===== src/rtl/sopc_run_ctrl.sv =====
// Run controller for SOPC simulation and FPGA bring-up.
// Holds the core in reset for RST_CYCLES edges, lets it run, and watches for
// an end-of-test store to TOHOST_ADDR, a timeout, or a stalled pc. The outcome
// is latched and the core is held in reset until the next start pulse.
module sopc_run_ctrl #(
    parameter int unsigned       RST_CYCLES     = 10,
    parameter int unsigned       TIMEOUT_CYCLES = 500,
    parameter int unsigned       STALL_CYCLES   = 64,
    parameter int unsigned       ADDR_W         = 32,
    parameter int unsigned       DATA_W         = 32,
    parameter int unsigned       CNT_W          = 32,
    parameter logic [ADDR_W-1:0] TOHOST_ADDR    = 32'h0000_0FF0,
    parameter logic [DATA_W-1:0] PASS_VAL       = 32'd1
) (
    input  logic              clk,
    input  logic              rst,
    input  logic              start,
    input  logic              mem_we,
    input  logic [ADDR_W-1:0] mem_addr,
    input  logic [DATA_W-1:0] mem_wdata,
    input  logic [ADDR_W-1:0] pc,
    output logic              core_rst,
    output logic              running,
    output logic              done,
    output logic              pass,
    output logic              timeout,
    output logic              hung,
    output logic [DATA_W-1:0] result,
    output logic [CNT_W-1:0]  cycle_count
);

    localparam int unsigned       HOLD_W     = (RST_CYCLES > 1) ? $clog2(RST_CYCLES) : 1;
    localparam logic [HOLD_W-1:0] HOLD_LAST  = HOLD_W'(RST_CYCLES - 1);
    localparam int unsigned       STALL_W    = (STALL_CYCLES > 1) ? $clog2(STALL_CYCLES) : 1;
    localparam logic [STALL_W-1:0] STALL_LAST = STALL_W'((STALL_CYCLES > 0) ? STALL_CYCLES - 1 : 0);
    localparam logic [CNT_W-1:0]  TO_LAST    = CNT_W'(TIMEOUT_CYCLES - 1);
    localparam bit                STALL_EN   = (STALL_CYCLES > 0);

    typedef enum logic [2:0] {
        ST_HOLD,
        ST_RUN,
        ST_END_OK,
        ST_END_TO,
        ST_END_HUNG
    } state_e;

    state_e             state_q, state_d;
    logic [HOLD_W-1:0]  hold_cnt_q, hold_cnt_d;
    logic [STALL_W-1:0] stall_cnt_q, stall_cnt_d;
    logic [ADDR_W-1:0]  pc_q, pc_d;
    logic               core_rst_q, core_rst_d;
    logic               running_q, running_d;
    logic               done_q, done_d;
    logic               pass_q, pass_d;
    logic               timeout_q, timeout_d;
    logic               hung_q, hung_d;
    logic [DATA_W-1:0]  result_q, result_d;
    logic [CNT_W-1:0]   cycle_count_q, cycle_count_d;

    logic tohost_hit;
    logic pc_same;
    logic restart;

    assign tohost_hit = mem_we && (mem_addr == TOHOST_ADDR);
    // cycle_count is zero only on the first RUN cycle, when pc_q holds nothing useful
    assign pc_same    = (cycle_count_q != '0) && (pc == pc_q);
    assign restart    = start && (state_q != ST_HOLD);

    // State and output registers; rst forces the reset-hold state immediately
    always_ff @(posedge clk or negedge rst) begin
        if (!rst) begin
            state_q       <= ST_HOLD;
            hold_cnt_q    <= '0;
            stall_cnt_q   <= '0;
            pc_q          <= '0;
            core_rst_q    <= 1'b1;
            running_q     <= 1'b0;
            done_q        <= 1'b0;
            pass_q        <= 1'b0;
            timeout_q     <= 1'b0;
            hung_q        <= 1'b0;
            result_q      <= '0;
            cycle_count_q <= '0;
        end else begin
            state_q       <= state_d;
            hold_cnt_q    <= hold_cnt_d;
            stall_cnt_q   <= stall_cnt_d;
            pc_q          <= pc_d;
            core_rst_q    <= core_rst_d;
            running_q     <= running_d;
            done_q        <= done_d;
            pass_q        <= pass_d;
            timeout_q     <= timeout_d;
            hung_q        <= hung_d;
            result_q      <= result_d;
            cycle_count_q <= cycle_count_d;
        end
    end

    // Next-state and next-output logic; start outranks every RUN exit condition
    always_comb begin
        state_d       = state_q;
        hold_cnt_d    = hold_cnt_q;
        stall_cnt_d   = stall_cnt_q;
        pc_d          = pc_q;
        core_rst_d    = core_rst_q;
        running_d     = running_q;
        done_d        = done_q;
        pass_d        = pass_q;
        timeout_d     = timeout_q;
        hung_d        = hung_q;
        result_d      = result_q;
        cycle_count_d = cycle_count_q;

        if (restart) begin
            state_d       = ST_HOLD;
            hold_cnt_d    = '0;
            stall_cnt_d   = '0;
            core_rst_d    = 1'b1;
            running_d     = 1'b0;
            done_d        = 1'b0;
            pass_d        = 1'b0;
            timeout_d     = 1'b0;
            hung_d        = 1'b0;
            result_d      = '0;
            cycle_count_d = '0;
        end else begin
            case (state_q)
                ST_HOLD: begin
                    core_rst_d = 1'b1;
                    if (start) begin
                        hold_cnt_d = '0;
                    end else if (hold_cnt_q == HOLD_LAST) begin
                        state_d       = ST_RUN;
                        hold_cnt_d    = '0;
                        stall_cnt_d   = '0;
                        core_rst_d    = 1'b0;
                        running_d     = 1'b1;
                        cycle_count_d = '0;
                    end else begin
                        hold_cnt_d = hold_cnt_q + HOLD_W'(1);
                    end
                end
                ST_RUN: begin
                    cycle_count_d = cycle_count_q + CNT_W'(1);
                    pc_d          = pc;
                    if (STALL_EN) begin
                        stall_cnt_d = pc_same ? stall_cnt_q + STALL_W'(1) : '0;
                    end
                    if (tohost_hit) begin
                        state_d    = ST_END_OK;
                        result_d   = mem_wdata;
                        pass_d     = (mem_wdata == PASS_VAL);
                        done_d     = 1'b1;
                        running_d  = 1'b0;
                        core_rst_d = 1'b1;
                    end else if (cycle_count_q == TO_LAST) begin
                        state_d    = ST_END_TO;
                        timeout_d  = 1'b1;
                        done_d     = 1'b1;
                        running_d  = 1'b0;
                        core_rst_d = 1'b1;
                    end else if (STALL_EN && pc_same && (stall_cnt_q == STALL_LAST)) begin
                        state_d    = ST_END_HUNG;
                        hung_d     = 1'b1;
                        done_d     = 1'b1;
                        running_d  = 1'b0;
                        core_rst_d = 1'b1;
                    end
                end
                ST_END_OK, ST_END_TO, ST_END_HUNG: begin
                    core_rst_d = 1'b1;
                end
                default: begin
                    state_d    = ST_HOLD;
                    hold_cnt_d = '0;
                    core_rst_d = 1'b1;
                    running_d  = 1'b0;
                end
            endcase
        end
    end

    assign core_rst    = core_rst_q;
    assign running     = running_q;
    assign done        = done_q;
    assign pass        = pass_q;
    assign timeout     = timeout_q;
    assign hung        = hung_q;
    assign result      = result_q;
    assign cycle_count = cycle_count_q;

endmodule


===== config.mk =====
export PLATFORM = sky130hd
export DESIGN_NAME = sopc_run_ctrl
export DESIGN_NICKNAME = d
export VERILOG_FILES = /design/src/rtl/sopc_run_ctrl.sv
export SDC_FILE = /design/constraint.sdc
export NUM_CORES = 1
export LEC_CHECK = 0
export ABC_CLOCK_PERIOD_IN_PS = 4510
export CORE_MARGIN = 1.5
export CORE_UTILIZATION = 51
export DETAILED_ROUTE_END_ITERATION = 16
export PLACE_DENSITY = 0.86
export SYNTH_ARGS = -nofsm -noshare
export SYNTH_HDL_FRONTEND = slang
export SYNTH_SLANG_ARGS = --single-unit
export TNS_END_PERCENT = 50

===== constraint.sdc =====
create_clock -name clk -period 4.51 [get_ports clk]
set_input_delay 0.902 -clock clk [delete_from_list [all_inputs] [get_ports clk]]
set_output_delay 0.902 -clock clk [all_outputs]
set_load 0.1 [all_outputs]

==> run summary, run 1 <==
The flow ran to the end, and the final reports show no timing, DRC or antenna violations. The data arrival time of the critical path came out at 2250 ps. The internal power is 2.94 mW. The DRC violation count after routing is 0. The first global-routing pass estimated 24300 um of wire. The highest ir drop seen on vdd is 0.630 mV. The total grt overflow came out at 0. Counting cells, the worst reg-to-reg path comes to 8. The top-level I/O count came out at 170.

Buffers inserted to repair hold after CTS numbered 0. The initial antenna violation count came out at 0. The floorplan die height is 109 um. The clock transition at the registers of the reported paths is 50 ps.

The maximum root-to-sink buffer count is 2. The buffers plus inverters on the worst setup path came out at 1. For the final database, setup skew stands at 5.97 ps.

The yosys synthesis warning count is 0. Setup repair after global routing left no endpoint under its margin. Headroom to the max-slew limit came out at 16.8%. The worst setup slack after layout came out at 1360 ps. The endpoint required time on the critical path came out at 3610 ps.

Walking the worst path, the cells encountered are clkdlybuf4s50_1. The leakage component of the power came out at 3.62 nW. The worst hold path belongs to the class in -> async.

The largest total area in the synthesized netlist belongs to sky130_fd_sc_hd__dfrtp_1. The flip-flop and latch count after synthesis came out at 115. The total negative slack came out at 0 ps. The source of the worst register-to-register timing path is hold_cnt_q[1].

The pin slew with the least headroom to its limit is 1240 ps. Synthesis handed over a netlist of 641 instances. The aggregate global-route resource usage came out at 26.9%.

Based on the critical path, the design can be clocked at up to 317 MHz. The number of global-route vias before repair is 5156. Among all flip-flop cells after synthesis, the most frequent one is sky130_fd_sc_hd__dfrtp_1. The layout overhead on the synthesized area is 43.1%. The cell sitting at the root of the clock tree is a sky130_fd_sc_hd__clkbuf_8. Summed over all nets, the switching power comes to 2.38 mW. The portion of the clock cycle consumed by the worst path in the final layout came out at 69.9%. The worst setup path category is reg -> out. Sequential cells account for 28.8% of the total power. The count of TritonRoute iterations in the first routing pass came out at 5.

The CTS H-tree depth came out at 4. The die area came out at 11800 sq um. For this run, the slowest stage of the critical path takes 1200 ps. Per report_power, the clock group accounts for 28.0% of the total. The ratio of total power to cell area is 652 nW/um^2. The maximum net fanout on the critical path came out at 9. The number of clock buffers added by TritonCTS is 17. The congestion estimate from routability-driven global placement came to 0.851. Setup violations remaining at the end of the flow were counted as 0. The worst setup path is launched from a register. The register area share after synthesis is 50.5%. The number of distinct library cell variants in the gate-level netlist after synthesis is 50.

The area share of the largest cell type after synthesis came out at 50.1%. The number of clock sinks is 115. The number of DRC markers in iteration 0 is 412. 0 antenna diodes ended up in the layout. For this run, asynchronously set or reset flops after synthesis account for 100%.

The average detailed-routed wire length per instance is 16.1 um. The number of hold-slack violations in the final timing report was 0. The post-route netlist has 6.72% of its cells at a drive strength greater than 1.

The relative contribution of combinational cells to total power came out at 43.2%. The kind of end point of the critical path is a primary output. The slowest stage of the critical path is the sky130_fd_sc_hd__clkdlybuf4s50_1 cell.

The net count of the finished layout is 910. The post-synthesis average cell area is 8.89 sq um. The final period demand of the worst path is 3150 ps. The kind of cell with the highest combined delay along the critical path is buffers and inverters. In this run, post-CTS repair resized a total of 0 instances.

After detailed routing, the number of vias per cell comes to 5.63. The placed wire-length estimate after detailed placement came out at 10700 um. The area of the core is 10800 sq um. The count of nets left with antenna violations once routing finished came out at 0. The total design power came out at 5.32 mW. The setup slack after placement is 1090 ps. The routed layout has 5390 vias.

The net switching share of the total power is 44.7%. Buffers placed on the I/O ports in this run total 169. The mapped cell area is 5700 sq um. Counting flops with a built-in enable in the synthesized netlist gives 0. The max-slew violation count came out at 0. The number of buffers inserted to repair setup after CTS is 0. The end of the worst register-to-register path is cycle_count[16]. The slack of the worst reg-to-reg path came out at 2130 ps. The clock tree from TritonCTS is yes.

The pin count of the biggest net entering global routing is 67. The clock latency on the worst-skew pair came out at 520 ps. The width of the die came out at 109 um. Max-cap violations in this run came to 0.

The total nets after synthesis is 746. The initial cell density of the core is 52.5%. The sum of routed wire length over all layers came out at 15400 um. By area the synthesized netlist is led by sky130_fd_sc_hd__dfrtp_1, sky130_fd_sc_hd__nand2_1, sky130_fd_sc_hd__xor2_1.

The standard-cell row count is 38.
==> layout by cell type (no fill, tap or decap), types with 4 or more instances in the layout <==
cell                              count
sky130_fd_sc_hd__nand3b_1             4
sky130_fd_sc_hd__nor3_1               8
sky130_fd_sc_hd__bufinv_16            5
sky130_fd_sc_hd__or3_1                6
sky130_fd_sc_hd__o31ai_1              4
sky130_fd_sc_hd__clkbuf_16           16
sky130_fd_sc_hd__buf_4                8
sky130_fd_sc_hd__inv_1                9
sky130_fd_sc_hd__a21oi_1              9
sky130_fd_sc_hd__nor2_1              31
sky130_fd_sc_hd__and3_1               5
sky130_fd_sc_hd__nand2_1            194
sky130_fd_sc_hd__dfrtp_1            114
sky130_fd_sc_hd__nand4_1             20
sky130_fd_sc_hd__nand3_1             13
sky130_fd_sc_hd__ha_1                 5
sky130_fd_sc_hd__clkdlybuf4s50_1    168
sky130_fd_sc_hd__and4_1               4
sky130_fd_sc_hd__xor2_1              44
sky130_fd_sc_hd__clkbuf_8             6
sky130_fd_sc_hd__a31oi_1              9
sky130_fd_sc_hd__nor4_1              24
sky130_fd_sc_hd__o21ai_0             67
==> Yosys cell counts, drive strengths merged, types with 2 or more instances <==
cell type	instances
o22a	2
nand3	15
and4b	2
a21o	2
a2111oi	2
and3	6
nand2b	3
o22ai	2
nand3b	4
a21oi	9
buf	13
nand4	20
nor4	25
and2	2
dfrtp	114
o31ai	4
nor3	11
ha	5
nor2	31
xnor2	3
and4	4
nand2	194
or3	6
o21ai	68
xor2	44
inv	9
a22o	2
a31oi	9
clkbuf	18
==> flip-flops by register name, indices dropped and copies added, names as in the netlist <==
| name | count |
|---|---|
| state_q | 3 |
| running | 1 |
| timeout | 1 |
| core_rst | 1 |
| result | 32 |
| stall_cnt_q | 6 |
| done | 1 |
| pass | 1 |
| pc_q | 32 |
| hold_cnt_q | 4 |
| cycle_count | 32 |
| hung | 1 |
==> final cells by class <==
type | instances | area (sq um)
clock buffer | 23 | 487
clock inverter | 9 | 173
fill | 771 | 2690
inverter | 9 | 33.8
multi-input combinational | 486 | 2660
sequential | 115 | 2880
tap | 140 | 175
timing repair buffer | 176 | 1740
==> metal layers <==
layer  vias to the layer above  part of all wire (%)  global-route usage (%)
met1                      2641                    41                    32.3
met5                         -                     0                       0
li1                       2536                     -                       -
met2                       191                    50                    46.6
met4                         0                   1.9                    10.3
met3                        22                   6.5                    6.69
==> per-stage QoR <==
step                      cells  utilization, %  cell area, sq um  hold slack (ps)
after detailed placement    926            69.1              7490              472
final                       958            75.2              8150              441
after floorplan             641               -              5700              459
after global routing        958            75.2              8150              496
after CTS                   958            75.2              8150              468
after global placement      926            69.1              7490              464
==> worst reg2reg max path, cell delays in order (launching register included) <==
cell,delay (ps)
sky130_fd_sc_hd__dfrtp_1,410
sky130_fd_sc_hd__inv_1,80
sky130_fd_sc_hd__ha_1,170
sky130_fd_sc_hd__and4bb_2,270
sky130_fd_sc_hd__o22ai_1,90
sky130_fd_sc_hd__buf_4,230
sky130_fd_sc_hd__or3_1,510
sky130_fd_sc_hd__or3_1,350
sky130_fd_sc_hd__a21oi_1,180
==> worst max path at each step <==
| stage | from | endpoint | cells after the start |
|---|---|---|---|
| 6_report | cycle_count[8] | cycle_count[8] | 1 |
| 5_1_grt | cycle_count[8] | cycle_count[8] | 1 |
| 4_1_cts | cycle_count[8] | cycle_count[8] | 1 |
| 3_5_place_dp | start | cycle_count[20] | 7 |
| 3_3_place_gp | start | cycle_count[20] | 7 |
| 2_1_floorplan | cycle_count[0] | cycle_count[16] | 8 |
==> kinds of logic (layout without fill, tap and decap cells) <==
| group | Yosys count | in the layout | share of synthesized area (%) |
|---|---|---|---|
| AOI/OAI and AO/OA | 104 | 104 | 10.7 |
| xor gates and xnor gates | 47 | 47 | 7.23 |
| adders and majority gates | 5 | 5 | 1.10 |
| buffers and inverters | 40 | 217 | 3.05 |
| DFF | 115 | 115 | 50.5 |
| muxes | 2 | 2 | 0.373 |
| and+or+nand+nor | 328 | 328 | 27.0 |
==> power groups by stage <==
stage / clock [mW] / sequential (mW) / combinational [mW]
after floorplan: 0 / 2.58 / 0.612
after global placement: 0 / 1.53 / 2.23
after detailed placement: 0 / 1.55 / 2.29
after CTS: 1.51 / 1.53 / 2.31
after global routing: 1.56 / 1.57 / 2.43
final: 1.49 / 1.53 / 2.30
Note: power is estimated with default switching activity, not from simulation.
==> run 2, diff against run 1 <==
- ABC_CLOCK_PERIOD_IN_PS: 4510 -> 2600
- CORE_UTILIZATION: 51 -> 43
- PLACE_DENSITY: 0.86 -> 0.77
- clock period: 4.51 -> 2.6 ns (I/O delays scaled with it)
==> run 2 against run 1 <==
Against the previous run:
- worst setup slack worse by 1100 ps
- die area is 18% higher
- total power is 70% higher
- clock-buffer cell count is 4 higher
- largest cell class unchanged
- highest routed layer unchanged
==> run summary, run 2 (synthesized netlist as in run 1, its figures left out) <==
The number of antenna cells inserted came out at 0 (unchanged). The library cell used most frequently in the layout, excluding fill and tap cells, is sky130_fd_sc_hd__nand2_1. The final setup violation count came out at 0 (unchanged). The summed area of non-filler cells in the final layout is 8140 sq um (-0.17%). The average detailed-routed wire length per instance was 15.5 um (-3.6%). The final period demand of the worst path came out at 2340 ps. The worst reg-to-reg path cell count came out at 6 (-2). The floorplan die height came out at 118 um (+8.7%). In this run the worst setup path begins at cycle_count[0]. Counting stages on the worst path, the most repeated cell is sky130_fd_sc_hd__or3_1. Setup repair after global routing left no endpoint under its margin. The count of placed standard cells including taps was 974 (+5.2%). TritonCTS built the clock tree. The signal on the critical path passes through ha_1, and3_1, nand3_4, or3_1, or3_1, a21oi_1. The placed wire-length estimate after detailed placement is 11400 um (+6.1%). The pin count of the biggest net entering global routing is 52 (-22%). The total grt overflow came out at 0 (unchanged). The total of buffers placed on input and output ports is 169 (unchanged). The via count is 5279 (-2.1%). The area of the core is 12800 sq um (+18%). The number of clock sinks is 115 (unchanged). The final RePlAce weighted congestion is 0.877 (+3.1%). The maximum net fanout on the critical path came out at 8 (-1). The clock latency on the worst-skew pair is 410 ps (-110 ps). The count of TritonRoute iterations in the first routing pass came out at 6 (+1).

The buffers plus inverters on the worst setup path was 0 (-1). The number of global-route vias before repair came out at 5364 (+4.0%). The setup slack after placement is -160 ps (-1250 ps). The worst setup path category is reg -> reg. The remaining antenna violation count is 0 (unchanged).

The total of cells resized after clock tree synthesis was 0 (unchanged). The leakage component of the power came out at 3.81 nW (+5.4%). The pin slew with the least headroom to its limit came out at 553 ps (-690 ps). The aggregate global-route resource usage is 22.9% (-4.0 points). The tightest min-delay check is of the in -> async type. The worst register-to-register path begins at cycle_count[0]. The width of the die was 118 um (+8.7%). The CTS H-tree depth is 4 (unchanged).

The worst register-to-register path ends at cycle_count[16]. The final setup skew came out at 6.39 ps (+0.419 ps). The endpoint required time on the critical path came out at 2930 ps (-680 ps). The count of placed standard cells in the final layout, fillers left out came to 1004 (+4.8%). The standard-cell row count came out at 41 (+7.9%). The via-per-instance ratio is 5.26 (-6.5%). The data arrival time of the critical path came out at 2660 ps (+410 ps). The most critical setup path has its endpoint at cycle_count[16].

The number of DRC markers in iteration 0 is 368 (-11%). The die area came out at 13900 sq um (+18%). The flow ran to the end, and the final reports show no timing, DRC or antenna violations. The initial antenna violation count was 0 (unchanged). The number of CTS-inserted buffers came out at 17 (unchanged).

The ratio of total power to cell area is 1110 nW/um^2 (+70%). In the layout the commonest cells are sky130_fd_sc_hd__nand2_1, sky130_fd_sc_hd__dfrtp_1, sky130_fd_sc_hd__clkdlybuf4s50_1. The max-slew violation count came out at 0 (unchanged).

The number of buffers inserted to repair setup after CTS is 0 (unchanged). The number of hold-slack violations in the final timing report is 0 (unchanged). The global-route wire length before repair came out at 25700 um (+5.6%).

The proportion of layout cells with a drive suffix above 1 is 16.8% (+10 points). The sum of routed wire length over all layers came out at 15500 um (+1.0%). The highest ir drop seen on vdd came to 0.664 mV (+5.4%).

The maximum clock rate is 428 MHz. The DRC violation count after routing came out at 0 (unchanged). The clock transition at the registers of the reported paths is 50 ps (about the same). The initial cell density of the core came out at 44.6% (-8.0 points). The count of cell instances traversed by the critical path came out at 6 (+5). The slowest stage of the critical path belongs to the cell sky130_fd_sc_hd__or3_1. The layout overhead on the synthesized area is 42.9%. The headroom to the max-slew limit is 63.1% (+46 points). The worst setup slack after layout is 265 ps (-1090 ps). The maximum root-to-sink buffer count came out at 2 (unchanged).

Clock tree synthesis selected as its root buffer the cell sky130_fd_sc_hd__clkbuf_16. The slack of the worst reg-to-reg path came out at 260 ps (-1870 ps). The worst setup path is launched from a register. The portion of the clock cycle consumed by the worst path in the final layout came out at 89.8%. The total placed instance area came to 7530 sq um (+0.50%). The final net count came out at 926 (+1.8%).

Grouping stages by cell kind, the critical path spends the most delay in simple AND/OR/NAND/NOR gates. The number of filler cells placed in the layout was 1071 (+39%). The number of hold buffers added after cts is 0 (unchanged). The kind of end point of the critical path is a register. The top-level I/O count came out at 170 (unchanged). The final core utilization is 63.7% (-11 points). The number of maximum-capacitance violations came to 0 (unchanged). The maximum single-stage delay on the critical path is 510 ps (-690 ps).
run 2: changes by cell type in the layout (fill, tap and decap cells not counted):
cell | previous run | this run
sky130_fd_sc_hd__clkinv_2 | 3 | 1
sky130_fd_sc_hd__clkbuf_1 | 1 | 2
sky130_fd_sc_hd__buf_12 | 0 | 4
sky130_fd_sc_hd__clkdlybuf4s50_1 | 168 | 98
sky130_fd_sc_hd__clkbuf_8 | 6 | 8
sky130_fd_sc_hd__dfrtp_2 | 0 | 2
sky130_fd_sc_hd__clkinvlp_4 | 1 | 0
sky130_fd_sc_hd__clkbuf_16 | 16 | 17
sky130_fd_sc_hd__bufinv_16 | 5 | 2
sky130_fd_sc_hd__buf_4 | 8 | 90
sky130_fd_sc_hd__dfrtp_1 | 114 | 112
run 2: power by group:
part,switching (mW),total (mW),internal (mW)
clock,0.755,2.36,1.60
combinational,2.96,3.99,1.03
sequential,0.359,2.67,2.31
total,4.07,9.02,4.94
run 2: worst min path at each step:
stage	startpoint	to	slack [ps]
2_1_floorplan	rst	cycle_count[0]	220
3_3_place_gp	result[23]	result[23]	470
3_5_place_dp	result[9]	result[9]	470
4_1_cts	rst	cycle_count[29]	110
5_1_grt	rst	cycle_count[30]	130
6_report	rst	cycle_count[4]	100
run 2: area by class of cell:
cell class / instances / area [sq um] / share of cell area (%)
clock buffers: 27 / 543 / 6.67
well taps: 172 / 215 / 2.64
repair buffers: 192 / 1740 / 21.3
multi-input cells: 486 / 2660 / 32.7
clock inverters: 3 / 65.1 / 0.799
inverters: 9 / 33.8 / 0.415
flip-flops and latches: 115 / 2880 / 35.4
run 2: worst reg2reg max path, stage by stage (launching register included):
cell	delay, ps
sky130_fd_sc_hd__dfrtp_2	430
sky130_fd_sc_hd__ha_1	300
sky130_fd_sc_hd__and3_1	360
sky130_fd_sc_hd__nand3_4	120
sky130_fd_sc_hd__or3_1	510
sky130_fd_sc_hd__or3_1	370
sky130_fd_sc_hd__a21oi_1	170
run 2: layer usage:
metal | wire [um] | vias to the layer above | global-route usage (%)
li1 | - | 2561 | -
met1 | 6640 | 2508 | 27.4
met2 | 7590 | 189 | 39.0
met3 | 1010 | 21 | 6.64
met4 | 301 | 0 | 8.77
met5 | 0 | - | 0
run 2: through the flow:
step	hold WS, ps	TNS (ps)	power [mW]
detailed placement	473	-3520	6.70
floorplan	224	0	5.55
global placement	468	-5740	6.59
CTS	110	0	9.09
global route	132	0	9.47
finish	96.4	0	9.02
